$ cat src/rtl/alu_reservation_station_if.sv
// Dispatch, CDB snoop and ALU issue bundle for the ALU reservation station.
// The station takes the slave side; the dispatcher/CDB/ALU environment takes the master side.
interface alu_reservation_station_if #(
    parameter int CSU_SIZE_BITS = 4
) ();
    logic                     dispatch_valid;
    logic [CSU_SIZE_BITS-1:0] dispatch_ins_id;
    logic [6:0]               dispatch_opcode;
    logic [2:0]               dispatch_funct3;
    logic [6:0]               dispatch_funct7;
    logic [31:0]              dispatch_imm;
    logic [5:0]               dispatch_shamt;
    logic [31:0]              dispatch_pc;
    logic                     dispatch_is_compressed;
    logic                     dispatch_rs1_rdy;
    logic [31:0]              dispatch_rs1_val;
    logic [CSU_SIZE_BITS-1:0] dispatch_rs1_tag;
    logic                     dispatch_rs2_rdy;
    logic [31:0]              dispatch_rs2_val;
    logic [CSU_SIZE_BITS-1:0] dispatch_rs2_tag;
    logic                     rs_full;

    logic                     cdb_valid;
    logic [CSU_SIZE_BITS-1:0] cdb_ins_id;
    logic [31:0]              cdb_val;

    logic                     have_ins;
    logic [CSU_SIZE_BITS-1:0] ins_id;
    logic [31:0]              rs1_val;
    logic [31:0]              rs2_val;
    logic [31:0]              imm_val;
    logic [5:0]               shamt_val;
    logic [6:0]               opcode;
    logic [2:0]               funct3;
    logic [6:0]               funct7;
    logic [31:0]              request_PC;
    logic                     is_compressed_ins;

    modport master (
        output dispatch_valid, dispatch_ins_id, dispatch_opcode, dispatch_funct3,
               dispatch_funct7, dispatch_imm, dispatch_shamt, dispatch_pc,
               dispatch_is_compressed, dispatch_rs1_rdy, dispatch_rs1_val,
               dispatch_rs1_tag, dispatch_rs2_rdy, dispatch_rs2_val, dispatch_rs2_tag,
               cdb_valid, cdb_ins_id, cdb_val,
        input  rs_full, have_ins, ins_id, rs1_val, rs2_val, imm_val, shamt_val,
               opcode, funct3, funct7, request_PC, is_compressed_ins
    );

    modport slave (
        input  dispatch_valid, dispatch_ins_id, dispatch_opcode, dispatch_funct3,
               dispatch_funct7, dispatch_imm, dispatch_shamt, dispatch_pc,
               dispatch_is_compressed, dispatch_rs1_rdy, dispatch_rs1_val,
               dispatch_rs1_tag, dispatch_rs2_rdy, dispatch_rs2_val, dispatch_rs2_tag,
               cdb_valid, cdb_ins_id, cdb_val,
        output rs_full, have_ins, ins_id, rs1_val, rs2_val, imm_val, shamt_val,
               opcode, funct3, funct7, request_PC, is_compressed_ins
    );
endinterface

$ cat src/rtl/alu_reservation_station.sv
// ALU reservation station: buffers dispatched instructions, snoops the CDB for missing
// operands and issues the lowest-index ready entry to the ALU through output registers.
module alu_reservation_station #(
    parameter int RS_SIZE_BITS  = 2,
    parameter int RS_SIZE       = 4,
    parameter int CSU_SIZE_BITS = 4
) (
    input  logic                          clk_in,
    input  logic                          rst_in,
    input  logic                          rdy_in,
    input  logic                          flush_pipline,
    alu_reservation_station_if.slave      rs_if
);

    logic [RS_SIZE-1:0]       r_busy;
    logic [CSU_SIZE_BITS-1:0] r_id      [RS_SIZE];
    logic [6:0]               r_opcode  [RS_SIZE];
    logic [2:0]               r_funct3  [RS_SIZE];
    logic [6:0]               r_funct7  [RS_SIZE];
    logic [31:0]              r_imm     [RS_SIZE];
    logic [5:0]               r_shamt   [RS_SIZE];
    logic [31:0]              r_pc      [RS_SIZE];
    logic [RS_SIZE-1:0]       r_cmp;
    logic [RS_SIZE-1:0]       r_rs1_rdy;
    logic [31:0]              r_rs1_val [RS_SIZE];
    logic [CSU_SIZE_BITS-1:0] r_rs1_tag [RS_SIZE];
    logic [RS_SIZE-1:0]       r_rs2_rdy;
    logic [31:0]              r_rs2_val [RS_SIZE];
    logic [CSU_SIZE_BITS-1:0] r_rs2_tag [RS_SIZE];

    logic                     r_vld_p1;
    logic [CSU_SIZE_BITS-1:0] r_id_p1;
    logic [31:0]              r_rs1_p1;
    logic [31:0]              r_rs2_p1;
    logic [31:0]              r_imm_p1;
    logic [5:0]               r_shamt_p1;
    logic [6:0]               r_opcode_p1;
    logic [2:0]               r_funct3_p1;
    logic [6:0]               r_funct7_p1;
    logic [31:0]              r_pc_p1;
    logic                     r_cmp_p1;

    logic                     w_full;
    logic                     w_disp;
    logic [RS_SIZE_BITS-1:0]  w_free_idx;
    logic                     w_iss_any;
    logic [RS_SIZE_BITS-1:0]  w_iss_idx;
    logic [RS_SIZE-1:0]       w_wake1;
    logic [RS_SIZE-1:0]       w_wake2;
    logic                     w_d1_hit;
    logic                     w_d2_hit;

    assign w_full   = &r_busy;
    assign w_disp   = rs_if.dispatch_valid && !w_full;
    assign w_d1_hit = !rs_if.dispatch_rs1_rdy && rs_if.cdb_valid &&
                      (rs_if.dispatch_rs1_tag == rs_if.cdb_ins_id);
    assign w_d2_hit = !rs_if.dispatch_rs2_rdy && rs_if.cdb_valid &&
                      (rs_if.dispatch_rs2_tag == rs_if.cdb_ins_id);

    // Descending scans so the lowest matching index is the one that sticks.
    always_comb begin
        w_free_idx = '0;
        w_iss_idx  = '0;
        w_iss_any  = 1'b0;
        w_wake1    = '0;
        w_wake2    = '0;
        for (int i = RS_SIZE - 1; i >= 0; i--) begin
            if (!r_busy[i]) begin
                w_free_idx = RS_SIZE_BITS'(i);
            end
            if (r_busy[i] && r_rs1_rdy[i] && r_rs2_rdy[i]) begin
                w_iss_idx = RS_SIZE_BITS'(i);
                w_iss_any = 1'b1;
            end
            w_wake1[i] = r_busy[i] && !r_rs1_rdy[i] && rs_if.cdb_valid &&
                         (r_rs1_tag[i] == rs_if.cdb_ins_id);
            w_wake2[i] = r_busy[i] && !r_rs2_rdy[i] && rs_if.cdb_valid &&
                         (r_rs2_tag[i] == rs_if.cdb_ins_id);
        end
    end

    // Entry storage, wake-up and the single issue register stage (p1).
    always_ff @(posedge clk_in) begin
        if (rst_in) begin
            r_busy      <= '0;
            r_vld_p1    <= 1'b0;
            r_id_p1     <= '0;
            r_rs1_p1    <= '0;
            r_rs2_p1    <= '0;
            r_imm_p1    <= '0;
            r_shamt_p1  <= '0;
            r_opcode_p1 <= '0;
            r_funct3_p1 <= '0;
            r_funct7_p1 <= '0;
            r_pc_p1     <= '0;
            r_cmp_p1    <= 1'b0;
        end else if (rdy_in) begin
            if (flush_pipline) begin
                r_busy   <= '0;
                r_vld_p1 <= 1'b0;
            end else begin
                r_vld_p1 <= w_iss_any;
                if (w_iss_any) begin
                    r_id_p1              <= r_id[w_iss_idx];
                    r_rs1_p1             <= r_rs1_val[w_iss_idx];
                    r_rs2_p1             <= r_rs2_val[w_iss_idx];
                    r_imm_p1             <= r_imm[w_iss_idx];
                    r_shamt_p1           <= r_shamt[w_iss_idx];
                    r_opcode_p1          <= r_opcode[w_iss_idx];
                    r_funct3_p1          <= r_funct3[w_iss_idx];
                    r_funct7_p1          <= r_funct7[w_iss_idx];
                    r_pc_p1              <= r_pc[w_iss_idx];
                    r_cmp_p1             <= r_cmp[w_iss_idx];
                    r_busy[w_iss_idx]    <= 1'b0;
                end
                for (int i = 0; i < RS_SIZE; i++) begin
                    if (w_wake1[i]) begin
                        r_rs1_rdy[i] <= 1'b1;
                        r_rs1_val[i] <= rs_if.cdb_val;
                    end
                    if (w_wake2[i]) begin
                        r_rs2_rdy[i] <= 1'b1;
                        r_rs2_val[i] <= rs_if.cdb_val;
                    end
                end
                // The free slot is never busy, so it cannot collide with issue or wake-up.
                if (w_disp) begin
                    r_busy[w_free_idx]    <= 1'b1;
                    r_id[w_free_idx]      <= rs_if.dispatch_ins_id;
                    r_opcode[w_free_idx]  <= rs_if.dispatch_opcode;
                    r_funct3[w_free_idx]  <= rs_if.dispatch_funct3;
                    r_funct7[w_free_idx]  <= rs_if.dispatch_funct7;
                    r_imm[w_free_idx]     <= rs_if.dispatch_imm;
                    r_shamt[w_free_idx]   <= rs_if.dispatch_shamt;
                    r_pc[w_free_idx]      <= rs_if.dispatch_pc;
                    r_cmp[w_free_idx]     <= rs_if.dispatch_is_compressed;
                    r_rs1_rdy[w_free_idx] <= rs_if.dispatch_rs1_rdy || w_d1_hit;
                    r_rs1_val[w_free_idx] <= w_d1_hit ? rs_if.cdb_val : rs_if.dispatch_rs1_val;
                    r_rs1_tag[w_free_idx] <= rs_if.dispatch_rs1_tag;
                    r_rs2_rdy[w_free_idx] <= rs_if.dispatch_rs2_rdy || w_d2_hit;
                    r_rs2_val[w_free_idx] <= w_d2_hit ? rs_if.cdb_val : rs_if.dispatch_rs2_val;
                    r_rs2_tag[w_free_idx] <= rs_if.dispatch_rs2_tag;
                end
            end
        end
    end

    assign rs_if.rs_full           = w_full;
    assign rs_if.have_ins          = r_vld_p1;
    assign rs_if.ins_id            = r_id_p1;
    assign rs_if.rs1_val           = r_rs1_p1;
    assign rs_if.rs2_val           = r_rs2_p1;
    assign rs_if.imm_val           = r_imm_p1;
    assign rs_if.shamt_val         = r_shamt_p1;
    assign rs_if.opcode            = r_opcode_p1;
    assign rs_if.funct3            = r_funct3_p1;
    assign rs_if.funct7            = r_funct7_p1;
    assign rs_if.request_PC        = r_pc_p1;
    assign rs_if.is_compressed_ins = r_cmp_p1;

endmodule
$ cat src/flat_wrapper.sv
// flat-port wrapper written by rule: the top's interface ports become plain ports
module alu_reservation_station_flat 
#(
    parameter int RS_SIZE_BITS  = 2,
    parameter int RS_SIZE       = 4,
    parameter int CSU_SIZE_BITS = 4
)
  (clk_in, rst_in, rdy_in, flush_pipline, rs_if_dispatch_valid, rs_if_dispatch_ins_id, rs_if_dispatch_opcode, rs_if_dispatch_funct3, rs_if_dispatch_funct7, rs_if_dispatch_imm, rs_if_dispatch_shamt, rs_if_dispatch_pc, rs_if_dispatch_is_compressed, rs_if_dispatch_rs1_rdy, rs_if_dispatch_rs1_val, rs_if_dispatch_rs1_tag, rs_if_dispatch_rs2_rdy, rs_if_dispatch_rs2_val, rs_if_dispatch_rs2_tag, rs_if_cdb_valid, rs_if_cdb_ins_id, rs_if_cdb_val, rs_if_rs_full, rs_if_have_ins, rs_if_ins_id, rs_if_rs1_val, rs_if_rs2_val, rs_if_imm_val, rs_if_shamt_val, rs_if_opcode, rs_if_funct3, rs_if_funct7, rs_if_request_PC, rs_if_is_compressed_ins);
  alu_reservation_station_if #(.CSU_SIZE_BITS(CSU_SIZE_BITS)) rs_if_i ();
  input  logic clk_in;
  input  logic rst_in;
  input  logic rdy_in;
  input  logic flush_pipline;
  input wire logic [$bits(rs_if_i.dispatch_valid)-1:0] rs_if_dispatch_valid;
  input wire logic [$bits(rs_if_i.dispatch_ins_id)-1:0] rs_if_dispatch_ins_id;
  input wire logic [$bits(rs_if_i.dispatch_opcode)-1:0] rs_if_dispatch_opcode;
  input wire logic [$bits(rs_if_i.dispatch_funct3)-1:0] rs_if_dispatch_funct3;
  input wire logic [$bits(rs_if_i.dispatch_funct7)-1:0] rs_if_dispatch_funct7;
  input wire logic [$bits(rs_if_i.dispatch_imm)-1:0] rs_if_dispatch_imm;
  input wire logic [$bits(rs_if_i.dispatch_shamt)-1:0] rs_if_dispatch_shamt;
  input wire logic [$bits(rs_if_i.dispatch_pc)-1:0] rs_if_dispatch_pc;
  input wire logic [$bits(rs_if_i.dispatch_is_compressed)-1:0] rs_if_dispatch_is_compressed;
  input wire logic [$bits(rs_if_i.dispatch_rs1_rdy)-1:0] rs_if_dispatch_rs1_rdy;
  input wire logic [$bits(rs_if_i.dispatch_rs1_val)-1:0] rs_if_dispatch_rs1_val;
  input wire logic [$bits(rs_if_i.dispatch_rs1_tag)-1:0] rs_if_dispatch_rs1_tag;
  input wire logic [$bits(rs_if_i.dispatch_rs2_rdy)-1:0] rs_if_dispatch_rs2_rdy;
  input wire logic [$bits(rs_if_i.dispatch_rs2_val)-1:0] rs_if_dispatch_rs2_val;
  input wire logic [$bits(rs_if_i.dispatch_rs2_tag)-1:0] rs_if_dispatch_rs2_tag;
  input wire logic [$bits(rs_if_i.cdb_valid)-1:0] rs_if_cdb_valid;
  input wire logic [$bits(rs_if_i.cdb_ins_id)-1:0] rs_if_cdb_ins_id;
  input wire logic [$bits(rs_if_i.cdb_val)-1:0] rs_if_cdb_val;
  output wire logic [$bits(rs_if_i.rs_full)-1:0] rs_if_rs_full;
  output wire logic [$bits(rs_if_i.have_ins)-1:0] rs_if_have_ins;
  output wire logic [$bits(rs_if_i.ins_id)-1:0] rs_if_ins_id;
  output wire logic [$bits(rs_if_i.rs1_val)-1:0] rs_if_rs1_val;
  output wire logic [$bits(rs_if_i.rs2_val)-1:0] rs_if_rs2_val;
  output wire logic [$bits(rs_if_i.imm_val)-1:0] rs_if_imm_val;
  output wire logic [$bits(rs_if_i.shamt_val)-1:0] rs_if_shamt_val;
  output wire logic [$bits(rs_if_i.opcode)-1:0] rs_if_opcode;
  output wire logic [$bits(rs_if_i.funct3)-1:0] rs_if_funct3;
  output wire logic [$bits(rs_if_i.funct7)-1:0] rs_if_funct7;
  output wire logic [$bits(rs_if_i.request_PC)-1:0] rs_if_request_PC;
  output wire logic [$bits(rs_if_i.is_compressed_ins)-1:0] rs_if_is_compressed_ins;
  assign rs_if_i.dispatch_valid = rs_if_dispatch_valid;
  assign rs_if_i.dispatch_ins_id = rs_if_dispatch_ins_id;
  assign rs_if_i.dispatch_opcode = rs_if_dispatch_opcode;
  assign rs_if_i.dispatch_funct3 = rs_if_dispatch_funct3;
  assign rs_if_i.dispatch_funct7 = rs_if_dispatch_funct7;
  assign rs_if_i.dispatch_imm = rs_if_dispatch_imm;
  assign rs_if_i.dispatch_shamt = rs_if_dispatch_shamt;
  assign rs_if_i.dispatch_pc = rs_if_dispatch_pc;
  assign rs_if_i.dispatch_is_compressed = rs_if_dispatch_is_compressed;
  assign rs_if_i.dispatch_rs1_rdy = rs_if_dispatch_rs1_rdy;
  assign rs_if_i.dispatch_rs1_val = rs_if_dispatch_rs1_val;
  assign rs_if_i.dispatch_rs1_tag = rs_if_dispatch_rs1_tag;
  assign rs_if_i.dispatch_rs2_rdy = rs_if_dispatch_rs2_rdy;
  assign rs_if_i.dispatch_rs2_val = rs_if_dispatch_rs2_val;
  assign rs_if_i.dispatch_rs2_tag = rs_if_dispatch_rs2_tag;
  assign rs_if_i.cdb_valid = rs_if_cdb_valid;
  assign rs_if_i.cdb_ins_id = rs_if_cdb_ins_id;
  assign rs_if_i.cdb_val = rs_if_cdb_val;
  assign rs_if_rs_full = rs_if_i.rs_full;
  assign rs_if_have_ins = rs_if_i.have_ins;
  assign rs_if_ins_id = rs_if_i.ins_id;
  assign rs_if_rs1_val = rs_if_i.rs1_val;
  assign rs_if_rs2_val = rs_if_i.rs2_val;
  assign rs_if_imm_val = rs_if_i.imm_val;
  assign rs_if_shamt_val = rs_if_i.shamt_val;
  assign rs_if_opcode = rs_if_i.opcode;
  assign rs_if_funct3 = rs_if_i.funct3;
  assign rs_if_funct7 = rs_if_i.funct7;
  assign rs_if_request_PC = rs_if_i.request_PC;
  assign rs_if_is_compressed_ins = rs_if_i.is_compressed_ins;
  alu_reservation_station #(.RS_SIZE_BITS(RS_SIZE_BITS), .RS_SIZE(RS_SIZE), .CSU_SIZE_BITS(CSU_SIZE_BITS)) u_core (.clk_in(clk_in), .rst_in(rst_in), .rdy_in(rdy_in), .flush_pipline(flush_pipline), .rs_if(rs_if_i));
endmodule
$ cat config.mk
export PLATFORM = sky130hd
export DESIGN_NAME = alu_reservation_station_flat
export DESIGN_NICKNAME = d
export VERILOG_FILES = /design/src/rtl/alu_reservation_station_if.sv /design/src/rtl/alu_reservation_station.sv /design/src/flat_wrapper.sv
export SDC_FILE = /design/constraint.sdc
export NUM_CORES = 1
export LEC_CHECK = 0
export BUFFER_PORTS_ARGS = -buffer_cell sky130_fd_sc_hd__buf_2
export CELL_PAD_IN_SITES_DETAIL_PLACEMENT = 0
export CELL_PAD_IN_SITES_GLOBAL_PLACEMENT = 1
export CORE_UTILIZATION = 49
export CTS_BUF_LIST = sky130_fd_sc_hd__clkbuf_16
export DETAILED_ROUTE_END_ITERATION = 10
export PLACE_DENSITY_LB_ADDON = 0.1
export RECOVER_POWER = 50
export SYNTH_ARGS = -nofsm -noshare
export SYNTH_HDL_FRONTEND = slang
export SYNTH_SLANG_ARGS = --single-unit
export TNS_END_PERCENT = 5
$ cat constraint.sdc
create_clock -name clk_in -period 16.2 [get_ports clk_in]
set_clock_uncertainty 0.05 [all_clocks]
set_input_delay 3.24 -clock clk_in [delete_from_list [all_inputs] [get_ports clk_in]]
set_output_delay 3.24 -clock clk_in [all_outputs]
set_load 0.02 [all_outputs]
==> reports/qor.yml, run 1 <==
setup_path:
  worstPathArrival_ns: 10.27
  endpoint_kind: "flip-flop"
  critPathBufInv: 2
  cpMaxStageDelayCell: "clkbuf_1"
  crit_type: "input pin to flip-flop"
  required_ns: 16.44
  cpPeakStageDelay_ns: 3.68
  cp_max_fo: 92
  crit_path_frequent_cell: "clkbuf_1"
  path_delay_family: "buffers and inverters"
  crit_path_cell_trace: "clkbuf_1 -> clkbuf_1 -> a311oi_1"
  cp-start-kind: "input pin"
route:
  drc: 0
  postRouteWirelength_um: 101000
  viasPerCell: 6.09
  drt_iter0_drc: 2092
  top_layer: "met5"
  met2_length_um: 51000
  antenna_left: 0
  route.met3.wl_um: 7780
  dr_total_vias: 22600
  dr.pass1.iters: 6
  drt-met1-wl_um: 39600
  wl_per_cell_um: 27.3
yosys:
  seq_area_frac_synth: 0.674
  syn_area_per_cell_um2: 14.4
  syn_nets: 2591
  synth_edf_count: 664
  synth_cell_types: 55
  synthArstFlopShare: 0
  yosys_warnings: 0
  ys.flop_type: "edfxtp_1"
  syn_inst: 2383
  synth_area_mm2: 0.0344
  synth-seq-cells: 825
die:
  rows: 96
  fp.dieH_um: 267
  die_area_mm2: 0.0712
  boundaryPins: 366
  die_w_um: 267
  start_util: 0.499
  core_area_mm2: 0.0689
sta:
  fmax_mhz: 99.7
  maxSlewViolCount: 411
  final.period_utilization: 0.619
  fin_setup_tns_ns: 0
  relSlewSlack: -2.58
  grt_setup_unrepaired: "no"
  setup_viol: 0
  hold_viol: 0
  fin_crit_ns: 10.03
  tightest_slew_ns: 5.37
  hold_slack_ns: 0.444
finish:
  area_growth_pct: 14.3
  drive_gt1_frac: 0.194
  final_util: 0.570
  nets: 2897
  final_area_mm2: 0.0393
  num-fill-cells: 5786
place:
  hpwl_um: 56000
  portBuffers: 365
  placed_area_mm2: 0.0369
  gp_congestion: 0.825
global_routing:
  grt_max_degree: 93
  overflow: 0
  track_usage: 0.280
  grt_pass1_vias: 22900
  grt_pass1_wl_um: 146000
  antenna_found_initial: 31
cts:
  htree_num_levels: 3
  cts_tree: "done"
  cts_made_buffers: 87
  cts_hold_buf: 0
  cts_sinks: 825
  clock_latency_ns: 0.63
  cts_setup_buffers: 0
  cts_repair_resize_count: 0
  cts.path.max_buffers: 3
  clk_pin_slew_worst_paths_ns: 0.06
  cts-root-buf: "clkbuf_16"
power_and_ir_drop:
  finalPower_mw: 4.44
  power.leakage_nw: 13.9
  irDropWorstVdd_uv: 80.0
  powerDensity_mw_per_mm2: 113
status:
  violations: "capacitance limit, slew limit"
  status: "finished, violations left"
flow_run:
  cap_violations: 10
hold_path:
  min_path_type: "flip-flop to flip-flop"
final cells by class:
type	instances	area [um^2]	share of cell area
flip-flops and latches	825	23200	0.590
clock buffers	89	2230	0.0567
well taps	931	1160	0.0296
multi-input cells	1360	10400	0.264
repair buffers	406	1780	0.0453
diodes	22	55.1	0.00140
inverters	9	38.8	0.000987
clock inverters	69	503	0.0128
registers in the layout, indices dropped and copies added (netlist names), 6 cells and up:
signal,cells
u_core.rs_if.funct7,7
u_core.r_id,16
u_core.r_funct7,28
u_core.rs_if.shamt_val,6
u_core.r_rs2_val,128
u_core.rs_if.opcode,7
u_core.r_imm,128
u_core.r_pc,128
u_core.rs_if.rs2_val,32
u_core.r_funct3,12
u_core.rs_if.imm_val,32
u_core.r_rs1_tag,16
u_core.r_rs2_tag,16
u_core.rs_if.request_PC,32
u_core.r_opcode,28
u_core.r_shamt,24
u_core.r_rs1_val,128
u_core.rs_if.rs1_val,32
layer usage:
metal	global-route usage	up-vias
li1	-	9982
met1	0.348	11600
met2	0.482	820
met3	0.0554	197
met4	0.104	30
met5	0	-
stage by stage:
| stage | std cells | setup WS, ns |
|---|---|---|
| after floorplan | 2383 | 2.07 |
| after global placement | 3531 | 9.33 |
| after detailed placement | 3531 | 9.34 |
| after CTS | 3689 | 9.99 |
| after global routing | 3700 | 5.76 |
| final | 3711 | 6.17 |
path summary, 6_finish.rpt:
kind / start / cells after the start / endpoint / slack (ns)
min: u_core.rs_if.opcode[1] / 2 / u_core.rs_if.opcode[1] / 0.44
max: rst_in / 3 / u_core.rs_if.request_PC[30] / 6.17
max reg2reg: u_core.r_busy[2] / 6 / u_core.rs_if.request_PC[30] / 11.06
min reg2reg: u_core.rs_if.opcode[1] / 2 / u_core.rs_if.opcode[1] / 0.44
worst reg2reg max path: cells and delay by family (launching register included):
| family | cells | cell delay (ns) |
|---|---|---|
| flops | 1 | 0.49 |
| compound gates | 2 | 1.63 |
| buf+inv | 2 | 1.80 |
| simple gates | 2 | 1.01 |
power by group:
part	internal (mW)	switching, mW	total [mW]
registers	2.30	0.00831	2.31
clock network	1.12	0.817	1.93
logic	0.0795	0.109	0.188
total	3.50	0.934	4.44
cell usage after synthesis (2+ instances only):
library cell	count	area, um^2
edfxtp_1	664	19900
nand2_1	194	728
dfxtp_1	161	3220
o21ai_0	159	796
a21o_1	158	1190
mux2_2	152	1710
nor2_1	135	507
a221oi_1	126	1100
a311oi_1	126	1100
clkbuf_1	108	405
mux2_4	90	1350
buf_2	43	215
nand3_1	39	195
a41oi_1	30	263
o21bai_1	30	225
xnor2_1	21	184
xor2_1	19	166
buf_6	15	169
buf_4	14	105
mux2_1	14	158
buf_1	8	30.0
inv_1	8	30.0
nor3_1	7	35.0
a2bb2oi_1	6	52.6
and2_1	6	37.5
a21oi_1	4	20.0
a21oi_2	4	35.0
and3_1	4	25.0
o41ai_1	4	35.0
a21bo_4	2	32.5
a22oi_1	2	15.0
a41o_1	2	20.0
nand2b_1	2	12.5
nor3_2	2	20.0
nor3b_2	2	25.0
nor4_1	2	12.5
o22ai_1	2	12.5
cells by family (layout without fill, tap and decap cells):
group,Yosys count,after routing,synth area share
AOI/OAI and AO/OA,661,661,0.145
muxes,256,256,0.0937
other,0,22,0
DFF,825,825,0.674
buffers and inverters,198,573,0.0280
xor gates and xnor gates,40,40,0.0102
and+or+nand+nor,403,403,0.0494
cells in the final DEF, fill, tap and decap left out, types with 33 or more instances in the layout:
cell,n
buf_2,106
mux2_4,90
buf_4,33
dfxtp_1,161
edfxtp_1,664
nand3_1,37
clkbuf_1,267
nor2_1,133
a21o_1,158
mux2_2,152
a221oi_1,126
o21ai_0,158
clkbuf_16,89
a311oi_1,126
nand2_1,194
Power figures use the tool's default switching activity.
==> inputs of run 2 (changes only) <==
--- a/config.mk
+++ b/config.mk
@@ -8,7 +8,7 @@
 export BUFFER_PORTS_ARGS = -buffer_cell sky130_fd_sc_hd__buf_2
 export CELL_PAD_IN_SITES_DETAIL_PLACEMENT = 0
 export CELL_PAD_IN_SITES_GLOBAL_PLACEMENT = 1
-export CORE_UTILIZATION = 49
+export CORE_UTILIZATION = 44
 export CTS_BUF_LIST = sky130_fd_sc_hd__clkbuf_16
 export DETAILED_ROUTE_END_ITERATION = 10
 export PLACE_DENSITY_LB_ADDON = 0.1
==> constraint.sdc (replaced) <==
create_clock -name clk_in -period 8.8 [get_ports clk_in]
set_clock_uncertainty 0.05 [all_clocks]
set_input_delay 1.76 -clock clk_in [delete_from_list [all_inputs] [get_ports clk_in]]
set_output_delay 1.76 -clock clk_in [all_outputs]
set_load 0.02 [all_outputs]
==> reports/qor.yml, run 2 (synthesis gave the netlist of run 1 again) <==
status:
  status: "finished, violations left"
  violations: "capacitance limit, slew limit"
hold_path:
  min_from: "u_core.rs_if.imm_val[28]"
  min_path_type: "flip-flop to flip-flop"
  whs_endpoint: "u_core.rs_if.imm_val[28]"
  hold_path_depth: 2  # unchanged
die:
  fp.dieH_um: 281  # +5.5%
  rows: 102  # +6.3%
  boundaryPins: 366  # unchanged
  core_area_mm2: 0.0773  # +12%
  die_w_um: 281  # +5.5%
  die_area_mm2: 0.0792  # +11%
  start_util: 0.444  # -0.0541
cts:
  cts_made_buffers: 90  # +3.4%
  cts_tree: "done"
  cts_sinks: 825  # unchanged
  cts_setup_buffers: 0  # unchanged
  cts.path.max_buffers: 3  # unchanged
  cts-root-buf: "clkbuf_16"
  cts_repair_resize_count: 0  # unchanged
  htree_num_levels: 3  # unchanged
  clk_pin_slew_worst_paths_ns: 0.06  # about the same
  clock_latency_ns: 0.64  # about the same
  cts_hold_buf: 0  # unchanged
finish:
  multi_input_area_mm2: 0.0102  # -1.4%
  final_cell_mix: "edfxtp_1, clkbuf_1, nand2_1, dfxtp_1"
  area_growth_pct: 14.8
  final_area_mm2: 0.0395  # +0.46%
  nets: 2898  # +0.035%
  layout_commonest_cell: "edfxtp_1"
  regArea_mm2: 0.0232  # unchanged
  num-fill-cells: 6775  # +17%
  drive_gt1_frac: 0.183  # -0.0108
power_and_ir_drop:
  power.leakage_nw: 13.8  # -0.62%
  powerDensity_mw_per_mm2: 210  # +86%
  irDropWorstVdd_uv: 151  # +89%
setup_path:
  cp_max_fo: 52  # -43%
  required_ns: 9.20  # -7.24 ns
  cp-start-kind: "flip-flop"
  r2r-end: "u_core.rs_if.request_PC[4]"
  endpoint_kind: "flip-flop"
  path_delay_family: "buffers and inverters"
  r2r_slack_ns: 2.35  # -8.71 ns
  worstPathArrival_ns: 6.85  # -3.42 ns
  crit_path_cell_trace: "and3_4 -> clkbuf_1 -> nor3_2 -> clkbuf_1 -> o21ai_0 -> a41oi_1"
  crit_type: "flip-flop to flip-flop"
  r2r-start: "u_core.r_busy[0]"
  crit_path_frequent_cell: "clkbuf_1"
  cpMaxStageDelayCell: "clkbuf_1"
  r2r_cells: 6  # unchanged
  cpPeakStageDelay_ns: 2.77  # -0.91 ns
  critPathBufInv: 2  # unchanged
route:
  drc: 0  # unchanged
  dr_total_vias: 22500  # -0.46%
  drt_iter0_drc: 1714  # -18%
  viasPerCell: 5.88  # -3.6%
  wl_per_cell_um: 27.7  # +1.4%
  dr.pass1.iters: 5  # -1
  postRouteWirelength_um: 106000  # +4.7%
  antenna_left: 0  # unchanged
sta:
  relSlewSlack: -1.58  # +1.00
  fin_crit_ns: 6.45
  setup_viol: 0  # unchanged
  layout_setup_ws_ns: 2.35  # -3.82 ns
  grt_setup_unrepaired: "no"
  fin_setup_tns_ns: 0  # unchanged
  tightest_slew_ns: 3.87  # -1.50 ns
  hold_viol: 0  # unchanged
  final.period_utilization: 0.733
  fmax_mhz: 155
  maxSlewViolCount: 350  # -15%
global_routing:
  use_met3: 0.0593  # +0.00397
  antenna_found_initial: 42  # +35%
  grt_max_degree: 127  # +37%
  met2_usage: 0.434  # -0.0485
  track_usage: 0.263  # -0.0168
  grtUsageMet1: 0.345  # -0.00298
  grt_pass1_vias: 22500  # -1.8%
  grt_pass1_wl_um: 152000  # +4.1%
  overflow: 0  # unchanged
  grt_busiest_layer: "met2"
place:
  hpwl_um: 58400  # +4.4%
  gp_congestion: 0.805  # -2.4%
  portBuffers: 365  # unchanged
  placed_area_mm2: 0.0371  # +0.47%
  pre_cts_ws_ns: 3.48  # -5.86 ns
flow_run:
  cap_violations: 11  # +1
==> run 2: cell count changes in the layout (fill, tap and decap cells not counted), moves of 2 or more <==
cell	delta
clkinv_8	+2
mux2_1	+31
clkinvlp_4	+2
clkinv_2	-5
inv_1	+5
buf_12	+3
mux2_4	-31
clkbuf_16	+2
inv_6	+4
buf_4	-5
==> run 2: cell type report <==
type | count | share of cell area
clock buffers | 91 | 0.0577
well taps | 1040 | 0.0330
inverters | 9 | 0.000983
flip-flops and latches | 825 | 0.587
repair buffers | 404 | 0.0459
clock inverters | 78 | 0.0154
multi-input cells | 1360 | 0.259
diodes | 23 | 0.00146
==> run 2: worst max-delay path by stage <==
stage / from / to / cells after the start
final: u_core.r_busy[0] / u_core.rs_if.request_PC[4] / 6
after global routing: u_core.r_busy[0] / u_core.rs_if.request_PC[17] / 6
after CTS: rst_in / u_core.r_pc[2][2] / 6
after detailed placement: rst_in / u_core.r_funct7[2][1] / 6
after global placement: rst_in / u_core.r_funct7[2][1] / 6
after floorplan: rst_in / u_core.r_funct3[3][0] / 4
==> run 2: power by group <==
group	switching (mW)	leakage [nW]	internal (mW)
combinational	0.206	5.04	0.140
clock	1.56	1.49	2.14
sequential	0.0151	7.28	4.24
total	1.78	13.8	6.53
==> run 2: stage by stage <==
| step | util | cells | total power [mW] | hold slack (ns) |
|---|---|---|---|---|
| 6_report | 0.510 | 3830 | 8.30 | 0.446 |
| 5_1_grt | 0.510 | 3819 | 8.56 | 0.465 |
| 3_3_place_gp | 0.479 | 3638 | 4.69 | 0.421 |
| 2_1_floorplan | - | 2383 | 4.54 | 0.440 |
| 3_5_place_dp | 0.479 | 3638 | 4.70 | 0.438 |
| 4_1_cts | 0.517 | 3807 | 8.37 | 0.446 |
==> run 2: per-layer routing <==
metal	up-vias	wire length, um	share of wire
met5	-	195	0.0018
met4	30	2470	0.023
met3	180	8940	0.084
met2	875	51000	0.48
met1	11400	43300	0.41
li1	10000	-	-
==> run 2: worst register-to-register path, delay by kind of cell, from the launching register on <==
kind	cells	cell delay [ns]
flip-flops	1	0.54
AO/OA/AOI/OAI	2	0.43
AND/OR/NAND/NOR	2	1.76
buffers and inverters	2	3.48
